==> src/rtl/pong_tick_sched_if.sv <==
// Request/acknowledge bundle between the tick scheduler (master) and the
// shared object-update engine (slave).
interface pong_tick_sched_if;
    logic ball_req;
    logic ball_ack;
    logic pad_req;
    logic pad_ack;

    modport master (output ball_req, output pad_req, input ball_ack, input pad_ack);
    modport slave  (input ball_req, input pad_req, output ball_ack, output pad_ack);
endinterface

==> src/rtl/pong_tick_sched.sv <==
// Pong tick scheduler: programmable ball/paddle tick dividers arbitrated onto
// one object-update engine, with ball speed-up driven by paddle hits.
module pong_tick_sched #(
    parameter int unsigned BASE_DIV       = 800000,
    parameter int unsigned DIV_STEP       = 50000,
    parameter int unsigned MIN_DIV        = 200000,
    parameter int unsigned HITS_PER_LEVEL = 4,
    parameter int unsigned PADDLE_DIV     = 400000,
    parameter int unsigned TIMEOUT        = 1023
) (
    input  logic              clock_in,
    input  logic              reset,
    input  logic              run,
    input  logic              hit,
    input  logic              miss,
    pong_tick_sched_if.master eng,
    output logic              busy,
    output logic [3:0]        speed_level,
    output logic [27:0]       cur_div,
    output logic [7:0]        overrun_cnt,
    output logic              timeout_err
);

    localparam int unsigned       TMO_W    = $clog2(TIMEOUT + 1);
    localparam int unsigned       HC_W     = $clog2(HITS_PER_LEVEL + 1);
    localparam logic [TMO_W-1:0]  TMO_LAST = TMO_W'(TIMEOUT - 1);
    localparam logic [HC_W-1:0]   HC_LAST  = HC_W'(HITS_PER_LEVEL - 1);
    localparam logic [27:0]       PAD_LAST = 28'(PADDLE_DIV - 1);

    typedef enum logic [1:0] {IDLE, BALL_WAIT, PAD_WAIT} state_t;

    function automatic logic [31:0] level_reduction(input logic [3:0] lvl);
        return 32'(lvl) * DIV_STEP;
    endfunction

    function automatic logic [27:0] div_for_level(input logic [3:0] lvl);
        if (level_reduction(lvl) + MIN_DIV >= BASE_DIV)
            return 28'(MIN_DIV);
        return 28'(BASE_DIV - level_reduction(lvl));
    endfunction

    function automatic logic at_speed_cap(input logic [3:0] lvl);
        return (lvl == 4'd15) || (level_reduction(lvl) + MIN_DIV >= BASE_DIV);
    endfunction

    state_t            state_q;
    logic              ball_req_q, pad_req_q, timeout_err_q;
    logic [TMO_W-1:0]  tmo_q;
    logic [27:0]       ball_cnt_q, ball_cnt_d, pad_cnt_q, pad_cnt_d;
    logic              ball_pend_q, ball_pend_d, pad_pend_q, pad_pend_d;
    logic [7:0]        overrun_q, overrun_d;
    logic [HC_W-1:0]   hit_cnt_q, hit_cnt_d;
    logic [3:0]        level_q, level_d;
    logic [27:0]       cur_div_q, cur_div_d;
    logic              ball_grant, pad_grant, ball_wrap, pad_wrap;
    logic              ball_tick, pad_tick, ball_ovr, pad_ovr;
    logic [8:0]        ovr_sum;

    always_comb begin
        ball_grant = (state_q == IDLE) && ball_pend_q;
        pad_grant  = (state_q == IDLE) && !ball_pend_q && pad_pend_q;
        // >= rather than == so a shrinking divisor below the count wraps at once
        ball_wrap  = ball_cnt_q >= (cur_div_q - 28'd1);
        pad_wrap   = pad_cnt_q >= PAD_LAST;
        ball_tick  = run && ball_wrap;
        pad_tick   = run && pad_wrap;
        ball_cnt_d = '0;
        pad_cnt_d  = '0;
        if (run) begin
            ball_cnt_d = ball_wrap ? 28'd0 : ball_cnt_q + 28'd1;
            pad_cnt_d  = pad_wrap  ? 28'd0 : pad_cnt_q + 28'd1;
        end
        // a tick coinciding with its own grant is a fresh tick, not a merge
        ball_pend_d = run && ((ball_pend_q && !ball_grant) || ball_tick);
        pad_pend_d  = run && ((pad_pend_q && !pad_grant) || pad_tick);
        ball_ovr    = ball_tick && ball_pend_q && !ball_grant;
        pad_ovr     = pad_tick && pad_pend_q && !pad_grant;
        ovr_sum     = {1'b0, overrun_q} + {8'd0, ball_ovr} + {8'd0, pad_ovr};
        overrun_d   = ovr_sum[8] ? 8'hFF : ovr_sum[7:0];

        hit_cnt_d = hit_cnt_q;
        level_d   = level_q;
        if (miss) begin
            hit_cnt_d = '0;
            level_d   = '0;
        end else if (hit) begin
            if (hit_cnt_q == HC_LAST) begin
                hit_cnt_d = '0;
                if (!at_speed_cap(level_q))
                    level_d = level_q + 4'd1;
            end else begin
                hit_cnt_d = hit_cnt_q + HC_W'(1);
            end
        end
        cur_div_d = div_for_level(level_q);
    end

    always_ff @(posedge clock_in) begin
        if (reset) begin
            ball_cnt_q  <= '0;
            pad_cnt_q   <= '0;
            ball_pend_q <= 1'b0;
            pad_pend_q  <= 1'b0;
            overrun_q   <= '0;
            hit_cnt_q   <= '0;
            level_q     <= '0;
            cur_div_q   <= 28'(BASE_DIV);
        end else begin
            ball_cnt_q  <= ball_cnt_d;
            pad_cnt_q   <= pad_cnt_d;
            ball_pend_q <= ball_pend_d;
            pad_pend_q  <= pad_pend_d;
            overrun_q   <= overrun_d;
            hit_cnt_q   <= hit_cnt_d;
            level_q     <= level_d;
            cur_div_q   <= cur_div_d;
        end
    end

    // A WAIT state with its req already low is the one-cycle drain after an ack.
    always_ff @(posedge clock_in) begin
        if (reset) begin
            state_q       <= IDLE;
            ball_req_q    <= 1'b0;
            pad_req_q     <= 1'b0;
            tmo_q         <= '0;
            timeout_err_q <= 1'b0;
        end else begin
            case (state_q)
                IDLE: begin
                    tmo_q <= '0;
                    if (ball_pend_q) begin
                        ball_req_q <= 1'b1;
                        state_q    <= BALL_WAIT;
                    end else if (pad_pend_q) begin
                        pad_req_q <= 1'b1;
                        state_q   <= PAD_WAIT;
                    end
                end
                BALL_WAIT: begin
                    if (!ball_req_q) begin
                        state_q <= IDLE;
                    end else if (eng.ball_ack) begin
                        ball_req_q <= 1'b0;
                    end else if (tmo_q == TMO_LAST) begin
                        ball_req_q    <= 1'b0;
                        timeout_err_q <= 1'b1;
                        state_q       <= IDLE;
                    end else begin
                        tmo_q <= tmo_q + TMO_W'(1);
                    end
                end
                PAD_WAIT: begin
                    if (!pad_req_q) begin
                        state_q <= IDLE;
                    end else if (eng.pad_ack) begin
                        pad_req_q <= 1'b0;
                    end else if (tmo_q == TMO_LAST) begin
                        pad_req_q     <= 1'b0;
                        timeout_err_q <= 1'b1;
                        state_q       <= IDLE;
                    end else begin
                        tmo_q <= tmo_q + TMO_W'(1);
                    end
                end
                default: begin
                    state_q    <= IDLE;
                    ball_req_q <= 1'b0;
                    pad_req_q  <= 1'b0;
                end
            endcase
        end
    end

    assign eng.ball_req = ball_req_q;
    assign eng.pad_req  = pad_req_q;
    assign busy         = ball_req_q | pad_req_q;
    assign speed_level  = level_q;
    assign cur_div      = cur_div_q;
    assign overrun_cnt  = overrun_q;
    assign timeout_err  = timeout_err_q;

endmodule

==> src/flat_wrapper.sv <==
// flat-port wrapper written by rule: the top's interface ports become plain ports
module pong_tick_sched_flat 
#(
    parameter int unsigned BASE_DIV       = 800000,
    parameter int unsigned DIV_STEP       = 50000,
    parameter int unsigned MIN_DIV        = 200000,
    parameter int unsigned HITS_PER_LEVEL = 4,
    parameter int unsigned PADDLE_DIV     = 400000,
    parameter int unsigned TIMEOUT        = 1023
)
  (clock_in, reset, run, hit, miss, busy, speed_level, cur_div, overrun_cnt, timeout_err, eng_ball_req, eng_pad_req, eng_ball_ack, eng_pad_ack);
  pong_tick_sched_if eng_i ();
  input  logic clock_in;
  input  logic reset;
  input  logic run;
  input  logic hit;
  input  logic miss;
  output logic busy;
  output logic [3:0] speed_level;
  output logic [27:0] cur_div;
  output logic [7:0] overrun_cnt;
  output logic timeout_err;
  output wire logic [$bits(eng_i.ball_req)-1:0] eng_ball_req;
  output wire logic [$bits(eng_i.pad_req)-1:0] eng_pad_req;
  input wire logic [$bits(eng_i.ball_ack)-1:0] eng_ball_ack;
  input wire logic [$bits(eng_i.pad_ack)-1:0] eng_pad_ack;
  assign eng_ball_req = eng_i.ball_req;
  assign eng_pad_req = eng_i.pad_req;
  assign eng_i.ball_ack = eng_ball_ack;
  assign eng_i.pad_ack = eng_pad_ack;
  pong_tick_sched #(.BASE_DIV(BASE_DIV), .DIV_STEP(DIV_STEP), .MIN_DIV(MIN_DIV), .HITS_PER_LEVEL(HITS_PER_LEVEL), .PADDLE_DIV(PADDLE_DIV), .TIMEOUT(TIMEOUT)) u_core (.clock_in(clock_in), .reset(reset), .run(run), .hit(hit), .miss(miss), .eng(eng_i), .busy(busy), .speed_level(speed_level), .cur_div(cur_div), .overrun_cnt(overrun_cnt), .timeout_err(timeout_err));
endmodule
==> config.mk <==
export PLATFORM = sky130hd
export DESIGN_NAME = pong_tick_sched_flat
export DESIGN_NICKNAME = d
export VERILOG_FILES = /design/src/rtl/pong_tick_sched_if.sv /design/src/rtl/pong_tick_sched.sv /design/src/flat_wrapper.sv
export SDC_FILE = /design/constraint.sdc
export NUM_CORES = 1
export LEC_CHECK = 0
export ABC_AREA = 1
export BUFFER_PORTS_ARGS = -buffer_cell sky130_fd_sc_hd__buf_4
export CELL_PAD_IN_SITES_DETAIL_PLACEMENT = 1
export CELL_PAD_IN_SITES_GLOBAL_PLACEMENT = 1
export CORE_MARGIN = 1.5
export CORE_UTILIZATION = 48
export DETAILED_ROUTE_END_ITERATION = 10
export PLACE_DENSITY_LB_ADDON = 0.1
export SYNTH_ARGS = -nofsm -noshare
export SYNTH_HDL_FRONTEND = slang
export SYNTH_SLANG_ARGS = --single-unit
==> constraint.sdc <==
create_clock -name clock_in -period 12.7 [get_ports clock_in]
set_input_delay 0 -clock clock_in [delete_from_list [all_inputs] [get_ports clock_in]]
set_output_delay 0 -clock clock_in [all_outputs]
set_load 0.05 [all_outputs]
==> out/results.ini, run 1 <==
[run_status]
status = completed

[layout]
fin_nets = 1008
stdcell_count = 1127
antenna_cells = 0
drive_gt1_share_pct = 12.6
syn_to_final_growth_pct = 12.8

[worst_setup_path]
cp-endpoint = u_core.overrun_cnt[5]$_SDFF_PP0_
crit_arrival_ns = 4.97
reg2reg_depth = 29
critPathTopFamily = simple AND/OR/NAND/NOR gates
timing.rr.end = u_core.overrun_cnt[5]$_SDFF_PP0_
cpMaxStageDelayCell = fa_1
reg2reg_slack_ns = 7.99
path_buf_inv = 5
worstSetupEndpointType = flip-flop
r2r-start = u_core.cur_div[5]$_SDFF_PP0_
setup.worst_path.class = flip-flop to flip-flop
cpPeakStageDelay_ns = 0.45
cp-startpoint = u_core.cur_div[5]$_SDFF_PP0_
cp_num_cells = 29
cp-start-kind = flip-flop
cp_data_required_time_ns = 12.96
cp_max_fo = 4

[floorplan]
dieHeight_um = 120
die_w_um = 120
core_area_um2 = 13200
initial_core_util_pct = 49.2
io_pins = 51
rows = 42
die-area_um2 = 14300

[min_path]
hold_path_class = input pin to flip-flop
hold_depth = 5

[synth]
synth_xor_area_share_pct = 5.49
synthMuxAreaShare_pct = 0
syn_avg_cell_area_um2 = 7.34
syn_inst = 889
synthFlopType = dfxtp_1
synthSimpleGateAreaFrac_pct = 31.8
synth_seq_cells = 105
synthesis.area_um2 = 6520
ys_warn_count = 0
synth_cell_types = 56
synth_edf_count = 0
ys_async_sr_fraction_pct = 0
synth_top_family_by_area = simple AND/OR/NAND/NOR gates
yosysSeqAreaShare_pct = 32.2
synth_compound_area_share_pct = 10.3
synthAdderAreaFrac_pct = 10.8

[sta]
period_share_pct = 37.1
fin_crit_ns = 4.71
tns_ns = 0
max_freq_mhz = 212
hold_viol = 0
finClkSkew_ns = 0.0126
maxSlewHeadroom_pct = 28.5
fin_ws_ns = 7.99
rsz0062_at_grt = no
finalSetupViolations = 0
worstMarginPinSlew_ns = 1.07
drv_slew = 0

[power_and_ir_drop]
power_leakage_nw = 3.40
p_switching_uw = 177
ir_worst_vdd_uv = 61.6
p_clk_share_pct = 41.8
power.density_nw_per_um2 = 90.2
switching_share_pct = 26.7
combPwrFrac_pct = 7.3
p_int_uw = 486
seqPwrFrac_pct = 50.9

[cts]
cts_buffers = 9
cts_tree = built
cts_buffer_depth = 2
cts.clk_slew.worst_paths_ns = 0.08
cts-resized-gates = 0
cts_root_buf = clkbuf_16
clock_latency_ns = 0.36
cts_max_level = 3
clkSinkCount = 105

[routing]
wl_per_cell_um = 14.3
vias_per_cell = 5.17
drc = 0
drt-initial-drc-count = 220
vias = 5825
drt-pass1-iter-count = 4
wl_um = 16100
ant_nets = 0

[grt]
antenna_found_initial = 0
grt_pass1_vias = 6051
grt_max_degree = 29
grt_overflow = 0
grt_usage_pct = 23.5
grt_pass1_wl_um = 27500

[place]
dp_hpwl_um = 12900
dp.cells = 1106
gp_congestion = 0.796
pre_cts_ws_ns = 7.95
portBuffers = 46

[flow_run]
drv_cap = 0

worst register-to-register path, delay by kind of cell (launching register included):
kind                       cells  cell delay [ns]
AOI/OAI and AO/OA              4             0.76
xor gates and xnor gates       1             0.16
adders and majority gates      3             0.99
buffers and inverters          5             0.38
DFF                            1             0.33
and+or+nand+nor               16             1.97
worst min-delay path by stage:
stage                     start  slack [ns]                          endpoint
after global placement      hit        0.21  u_core.hit_cnt_q[2]$_SDFFE_PP0P_
after global routing        run         0.1     u_core.ball_pend_q$_SDFF_PP0_
after detailed placement    hit        0.23  u_core.hit_cnt_q[2]$_SDFFE_PP0P_
final                       run        0.09     u_core.ball_pend_q$_SDFF_PP0_
after floorplan             hit        0.09  u_core.hit_cnt_q[2]$_SDFFE_PP0P_
after CTS                   run        0.09     u_core.ball_pend_q$_SDFF_PP0_
metal layers:
layer | wire length [µm] | share of wire, % | global-route usage (%)
met4 | 231 | 1.4 | 6.77
met2 | 8080 | 50 | 43.0
met1 | 7470 | 46 | 28.4
met5 | 0 | 0 | 0
met3 | 298 | 1.9 | 3.52
kinds of logic after synthesis:
group	after synthesis
AND/OR/NAND/NOR	435
buffers and inverters	147
AO/OA/AOI/OAI	106
flip-flops	105
adder cells (fa/ha/maj)	55
XOR/XNOR	40
other	1
power groups by stage:
stage,registers [mW],logic (mW),clock network (mW)
after CTS,0.338,0.0486,0.283
final,0.338,0.0484,0.278
after global placement,0.345,0.0452,0
after detailed placement,0.345,0.0471,0
after global routing,0.338,0.0535,0.296
after floorplan,0.348,0.0328,0
per-stage QoR:
stage                     instance area (µm²)  hold slack (ns)  utilization, %  power (mW)
after floorplan                          6570           0.0936               -       0.381
after global placement                   7010            0.215            52.9       0.390
after detailed placement                 7010            0.227            52.9       0.393
after CTS                                7360           0.0928            55.6       0.670
after global routing                     7360           0.0997            55.6       0.688
final                                    7360           0.0947            55.6       0.664
Yosys cell counts (6+ instances only):
cell type | instances | area share [%]
buf_4 | 11 | 1.3
nand2_2 | 8 | 0.77
nor2_2 | 8 | 0.77
xnor2_1 | 14 | 1.9
nor4_1 | 6 | 0.58
nand2_1 | 174 | 10
nand3_1 | 50 | 3.8
nor3_1 | 23 | 1.8
nor2_1 | 105 | 6.0
nand4_1 | 13 | 1.2
a21oi_1 | 43 | 3.3
nor3b_1 | 12 | 1.4
nand3_2 | 8 | 1.2
dfxtp_1 | 105 | 32
o21ai_0 | 25 | 1.9
inv_1 | 124 | 7.1
ha_1 | 53 | 10
xor2_1 | 25 | 3.4
layout by cell type, fill, tap and decap left out, types with 9 or more instances in the layout:
cell and n:
nand3_1 50, xnor2_1 14, nand4_1 13, clkbuf_16 9, nor3_1 23, ha_1 53
nor3b_1 12, inv_1 124, xor2_1 25, dfxtp_1 105, nand2_1 174, nor2_1 105
buf_4 46, conb_1 14, o21ai_0 25, a21oi_1 43
layout make-up:
cell class | instances | area [µm²]
Fill cell | 1732 | 5880
Timing Repair Buffer | 51 | 395
Sequential cell | 105 | 2100
Tap cell | 176 | 220
Clock buffer | 9 | 225
Inverter | 129 | 484
Multi-Input combinational cell | 650 | 3860
Clock inverter | 7 | 72.6
state kept, by name (all words and copies together) (netlist names), 2 cells and up:
register,cells
u_core.state_q,2
u_core.speed_level,4
u_core.pad_cnt_q,28
u_core.overrun_cnt,8
u_core.tmo_q,10
u_core.cur_div,17
u_core.hit_cnt_q,3
u_core.ball_cnt_q,28
timing repair:
| item | in CTS | in global routing |
|---|---|---|
| hold endpoints to repair | 15 | 0 |
| hold buffers | 5 | 0 |
| setup buffers | 0 | 0 |
(Power assumes the default switching activity.)
==> run 2, diff against run 1 <==
- CORE_UTILIZATION: 48 -> 40
- clock period: 12.7 -> 4.2 ns (I/O delays scaled with it)
==> out/results.ini, run 2 (synthesized netlist as in run 1, its figures left out) <==
[power_and_ir_drop]
seqPwrFrac_pct = 49.7
power_mw = 2.05
ir_worst_vdd_uv = 197
p_switching_uw = 561
p_int_mw = 1.49
power.density_nw_per_um2 = 261
combPwrFrac_pct = 7.5
power_leakage_nw = 3.57
p_clk_share_pct = 42.7
switching_share_pct = 27.3

[routing]
wl_um = 17000
vias_per_cell = 5.01
drt-initial-drc-count = 140
drt-pass1-iter-count = 4
ant_nets = 0
vias = 5990
wl_per_cell_um = 14.2
drc = 0

[place]
portBuffers = 46
gp_congestion = 0.804
pre_cts_ws_ns = -0.246
dp_hpwl_um = 13300

[layout]
layout_common_cells = nand2_1 (168), inv_1 (118), dfxtp_1 (100), nor2_1 (99), buf_4 (74)
fillers = 2034
multiInputGateArea_um2 = 4070
drive_gt1_share_pct = 19.4
fin_nets = 1037
ff_latch_area_um2 = 2110
syn_to_final_growth_pct = 20.6
layout_commonest_cell = nand2_1
antenna_cells = 0

[floorplan]
core_area_um2 = 15900
die-area_um2 = 17100
dieHeight_um = 131
rows = 46
die_w_um = 131
initial_core_util_pct = 41.1
io_pins = 51

[worst_setup_path]
cp_num_cells = 26
critPathTopFamily = simple AND/OR/NAND/NOR gates
worstSetupEndpointType = flip-flop
setup.worst_path.class = flip-flop to flip-flop
cp_max_fo = 4
cpPeakStageDelay_ns = 0.38
reg2reg_depth = 26
cp-start-kind = flip-flop
r2r-start = u_core.cur_div[6]$_SDFF_PP0_
cp-startpoint = u_core.cur_div[6]$_SDFF_PP0_
reg2reg_slack_ns = 0.15
cpMaxStageDelayCell = o41ai_4
cp_data_required_time_ns = 4.49
cp_common_cell = nor3_4
path_buf_inv = 5
crit_arrival_ns = 4.34

[sta]
period_share_pct = 96.5
hold_viol = 0
maxSlewHeadroom_pct = 59.4
fin_ws_ns = 0.146
finClkSkew_ns = 0.0125
max_freq_mhz = 247
finalSetupViolations = 0
rsz0062_at_grt = yes
drv_slew = 0
worstMarginPinSlew_ns = 0.603
fin_crit_ns = 4.05

[cts]
cts_buffer_depth = 2
cts_max_level = 3
clock_latency_ns = 0.36
cts_tree = built
clkSinkCount = 105
cts_buffers = 9
cts.clk_slew.worst_paths_ns = 0.08
cts_root_buf = clkbuf_16

[grt]
grt_max_degree = 29
grt_usage_pct = 20.8
grt_pass1_vias = 6122
grt_pass1_wl_um = 28400
antenna_found_initial = 0
grt_overflow = 0

[min_path]
hold_depth = 5
hold_path_class = input pin to flip-flop
hp-start = run

[run_status]
status = completed

[flow_run]
drv_cap = 0

[run 2: changes by cell type in the layout (fill, tap and decap cells not counted), moves of 5 or more]
| cell | before | now |
|---|---|---|
| nor3_4 | 0 | 5 |
| dfxtp_2 | 0 | 5 |
| nor3_1 | 23 | 18 |
| nand2_2 | 8 | 14 |
| nor2_2 | 8 | 13 |
| dfxtp_1 | 105 | 100 |
| inv_1 | 124 | 118 |
| inv_2 | 5 | 11 |
| nand2_1 | 174 | 168 |
| nor2_1 | 105 | 99 |
| buf_4 | 46 | 74 |
[run 2: through the flow]
step           hold WS (ns)  utilization (%)  std cells  area [µm²]  setup TNS, ns
3_5_place_dp          0.236             45.0       1156        7150          -1.26
6_report              0.158             49.5       1196        7860              0
3_3_place_gp          0.215             45.0       1156        7150        -0.0220
5_1_grt               0.197             49.5       1196        7860          -1.21
4_1_cts               0.160             48.4       1190        7690              0
2_1_floorplan        0.0936                -        902        6580              0
[run 2: final cells by class]
| cell class | instances | area share, % |
|---|---|---|
| clock buffer | 9 | 2.86 |
| clock inverter | 7 | 1.10 |
| sequential | 105 | 26.8 |
| multi-input combinational | 650 | 51.8 |
| tap | 216 | 3.44 |
| inverter | 129 | 6.16 |
| timing repair buffer | 80 | 7.84 |
[run 2: path summary, 6_finish.rpt]
kind                                                          to
worst max-delay path            u_core.overrun_cnt[3]$_SDFF_PP0_
worst min-delay path                u_core.pad_pend_q$_SDFF_PP0_
worst max register to register  u_core.overrun_cnt[3]$_SDFF_PP0_
worst min register to register    u_core.pad_cnt_q[0]$_SDFF_PP0_
[run 2: tightest hold or removal path, delay by kind of cell]
kind          cells  cell delay [ns]
buf+inv           3             0.28
simple gates      2             0.20
[run 2: repair_timing]
| item | CTS | global route |
|---|---|---|
| endpoints found under the setup margin | 8 | 8 |
| gates resized for setup | 18 | 30 |
| buffers inserted | 13 | 6 |
| pin swaps | 8 | 18 |
| endpoints found under the hold margin | 14 | 0 |
| gates cloned | 0 | 0 |
| hold buffers | 5 | 0 |
[run 2: power by group through the flow]
stage          Clock (mW)  Combinational (mW)  Sequential, mW
4_1_cts             0.903               0.149            1.02
6_report            0.877               0.155            1.02
5_1_grt             0.942               0.171            1.02
3_3_place_gp            0               0.138            1.04
3_5_place_dp            0               0.144            1.04
2_1_floorplan           0              0.0991            1.05
[run 2: routing by layer]
metal  routed length [µm]  global-route usage (%)  up-vias
li1                     -                       -     3043
met1                 7640                    24.5     2852
met2                 8550                    38.4       64
met3                  375                    3.05       31
met4                  448                    7.50        0
met5                    0                       0        -
==> run 3, diff against run 2 <==
- RECOVER_POWER: unset -> 50
==> out/results.ini, run 3 (synthesized netlist as in run 1, its figures left out) <==
[run_status]
status = completed

[worst_setup_path]
critPathTopFamily = simple AND/OR/NAND/NOR gates
reg2reg_slack_ns = 0.15
cp_data_required_time_ns = 4.49
cpPeakStageDelay_ns = 0.38
reg2reg_depth = 26
cp-start-kind = flip-flop
cp_common_cell = nor3_4
r2r-start = u_core.cur_div[6]$_SDFF_PP0_
setup.worst_path.class = flip-flop to flip-flop
path_buf_inv = 5
timing.rr.end = u_core.overrun_cnt[3]$_SDFF_PP0_
cpMaxStageDelayCell = o41ai_4
cp_max_fo = 4
crit_arrival_ns = 4.34
worstSetupEndpointType = flip-flop

[grt]
grt_usage_pct = 20.8
grt_max_degree = 29
grt_pass1_wl_um = 28400
grt_overflow = 0
antenna_found_initial = 0
grt_pass1_vias = 6122

[place]
dp_hpwl_um = 13300
portBuffers = 46
gp_congestion = 0.804
place_area_um2 = 7150
dp.cells = 1156

[sta]
finalSetupViolations = 0
max_freq_mhz = 247
hold_ws_ns = 0.158
hold_viol = 0
drv_slew = 0
period_share_pct = 96.5
rsz0062_at_grt = yes
worstMarginPinSlew_ns = 0.650
fin_crit_ns = 4.05
maxSlewHeadroom_pct = 56.8
finClkSkew_ns = 0.0125

[routing]
drt-pass1-iter-count = 4
vias_per_cell = 5.01
vias = 5992
ant_nets = 0
drt-initial-drc-count = 167
wl_um = 17000
wl_per_cell_um = 14.2
drc = 0

[power_and_ir_drop]
power_leakage_nw = 3.51
combPwrFrac_pct = 7.4
power.density_nw_per_um2 = 262
seqPwrFrac_pct = 49.8
p_int_mw = 1.49
ir_worst_vdd_uv = 197
p_switching_uw = 560
p_clk_share_pct = 42.8
switching_share_pct = 27.3

[layout]
fin_nets = 1037
antenna_cells = 0
syn_to_final_growth_pct = 19.8
stdcell_count = 1196
drive_gt1_share_pct = 18.0
layout_commonest_cell = nand2_1
fin_area_um2 = 7810
post-route-util_pct = 49.2
layout_common_cells = nand2_1 (168), inv_1 (118), dfxtp_1 (100), nor2_1 (99), buf_4 (60)

[floorplan]
io_pins = 51
initial_core_util_pct = 41.1
die_w_um = 131
dieHeight_um = 131
core_area_um2 = 15900
die-area_um2 = 17100
rows = 46

[min_path]
hold_path_class = input pin to flip-flop
min_to = u_core.pad_pend_q$_SDFF_PP0_
hold_depth = 5
hp-start = run

[cts]
cts_root_buf = clkbuf_16
cts_buffers = 9
cts.clk_slew.worst_paths_ns = 0.08
clkSinkCount = 105
cts_buffer_depth = 2
cts_max_level = 3
cts_tree = built
clock_latency_ns = 0.36

[flow_run]
drv_cap = 0

==> run 3: changes by cell type in the layout (fill, tap and decap cells not counted), sizes merged <==
| cell | before | now |
|---|---|---|
| buf | 75 | 61 |
| clkbuf | 9 | 23 |
==> run 3: worst max path at each step <==
stage | from | slack, ns | cells past startpoint | end
final | u_core.cur_div[6]$_SDFF_PP0_ | 0.15 | 26 | u_core.overrun_cnt[3]$_SDFF_PP0_
after CTS | u_core.cur_div[5]$_SDFF_PP0_ | 0.002 | 29 | u_core.overrun_cnt[5]$_SDFF_PP0_
after global placement | u_core.cur_div[5]$_SDFF_PP0_ | -0.02 | 29 | u_core.overrun_cnt[5]$_SDFF_PP0_
after detailed placement | u_core.cur_div[5]$_SDFF_PP0_ | -0.25 | 29 | u_core.overrun_cnt[5]$_SDFF_PP0_
after global routing | u_core.cur_div[6]$_SDFF_PP0_ | -0.20 | 26 | u_core.overrun_cnt[3]$_SDFF_PP0_
after floorplan | u_core.cur_div[5]$_SDFF_PP0_ | 0.01 | 29 | u_core.overrun_cnt[5]$_SDFF_PP0_
==> run 3: timing repair <==
action	in CTS	in global routing
pin swaps	8	18
gates resized for setup	18	30
buffers inserted	13	6
hold endpoints to repair	14	0
setup endpoints to repair	8	8
hold buffers	5	0
==> run 3: per-layer routing <==
layer / vias to the layer above / part of all wire (%) / global-route usage (%)
met3: 31 / 2.4 / 3.05
met5: - / 0 / 0
met1: 2853 / 45 / 24.5
met4: 0 / 2.6 / 7.50
met2: 66 / 50 / 38.4
li1: 3042 / - / -
==> run 3: worst reg2reg max path: cells and delay by family (launching register included) <==
family / cells / cell delay, ns
flip-flops: 1 / 0.33
AND/OR/NAND/NOR: 12 / 1.46
AO/OA/AOI/OAI: 6 / 1.03
adder cells (fa/ha/maj): 3 / 0.69
buffers and inverters: 5 / 0.49
==> run 3: stage by stage <==
stage                     TNS, ns  setup slack [ns]  total power, mW
final                           0             0.146             2.05
after global routing        -1.21            -0.200             2.13
after CTS                       0           0.00202             2.07
after detailed placement    -1.26            -0.246             1.19
after global placement    -0.0220           -0.0220             1.18
after floorplan                 0           0.00972             1.15
==> run 3: final cells by class <==
type                    instances  area [µm²]
fillers                      2046        8070
multi-input cells             650        4070
flip-flops and latches        105        2110
repair buffers                 80         564
inverters                     129         484
well taps                     216         270
clock buffers                   9         225
clock inverters                 7        86.3
==> run 3: power by group through the flow <==
stage               Sequential (mW)  Combinational [mW]  Clock (mW)
finish                         1.02               0.152       0.877
global route                   1.02               0.168       0.942
CTS                            1.02               0.149       0.903
detailed placement             1.04               0.144           0
global placement               1.04               0.138           0
floorplan                      1.05              0.0991           0
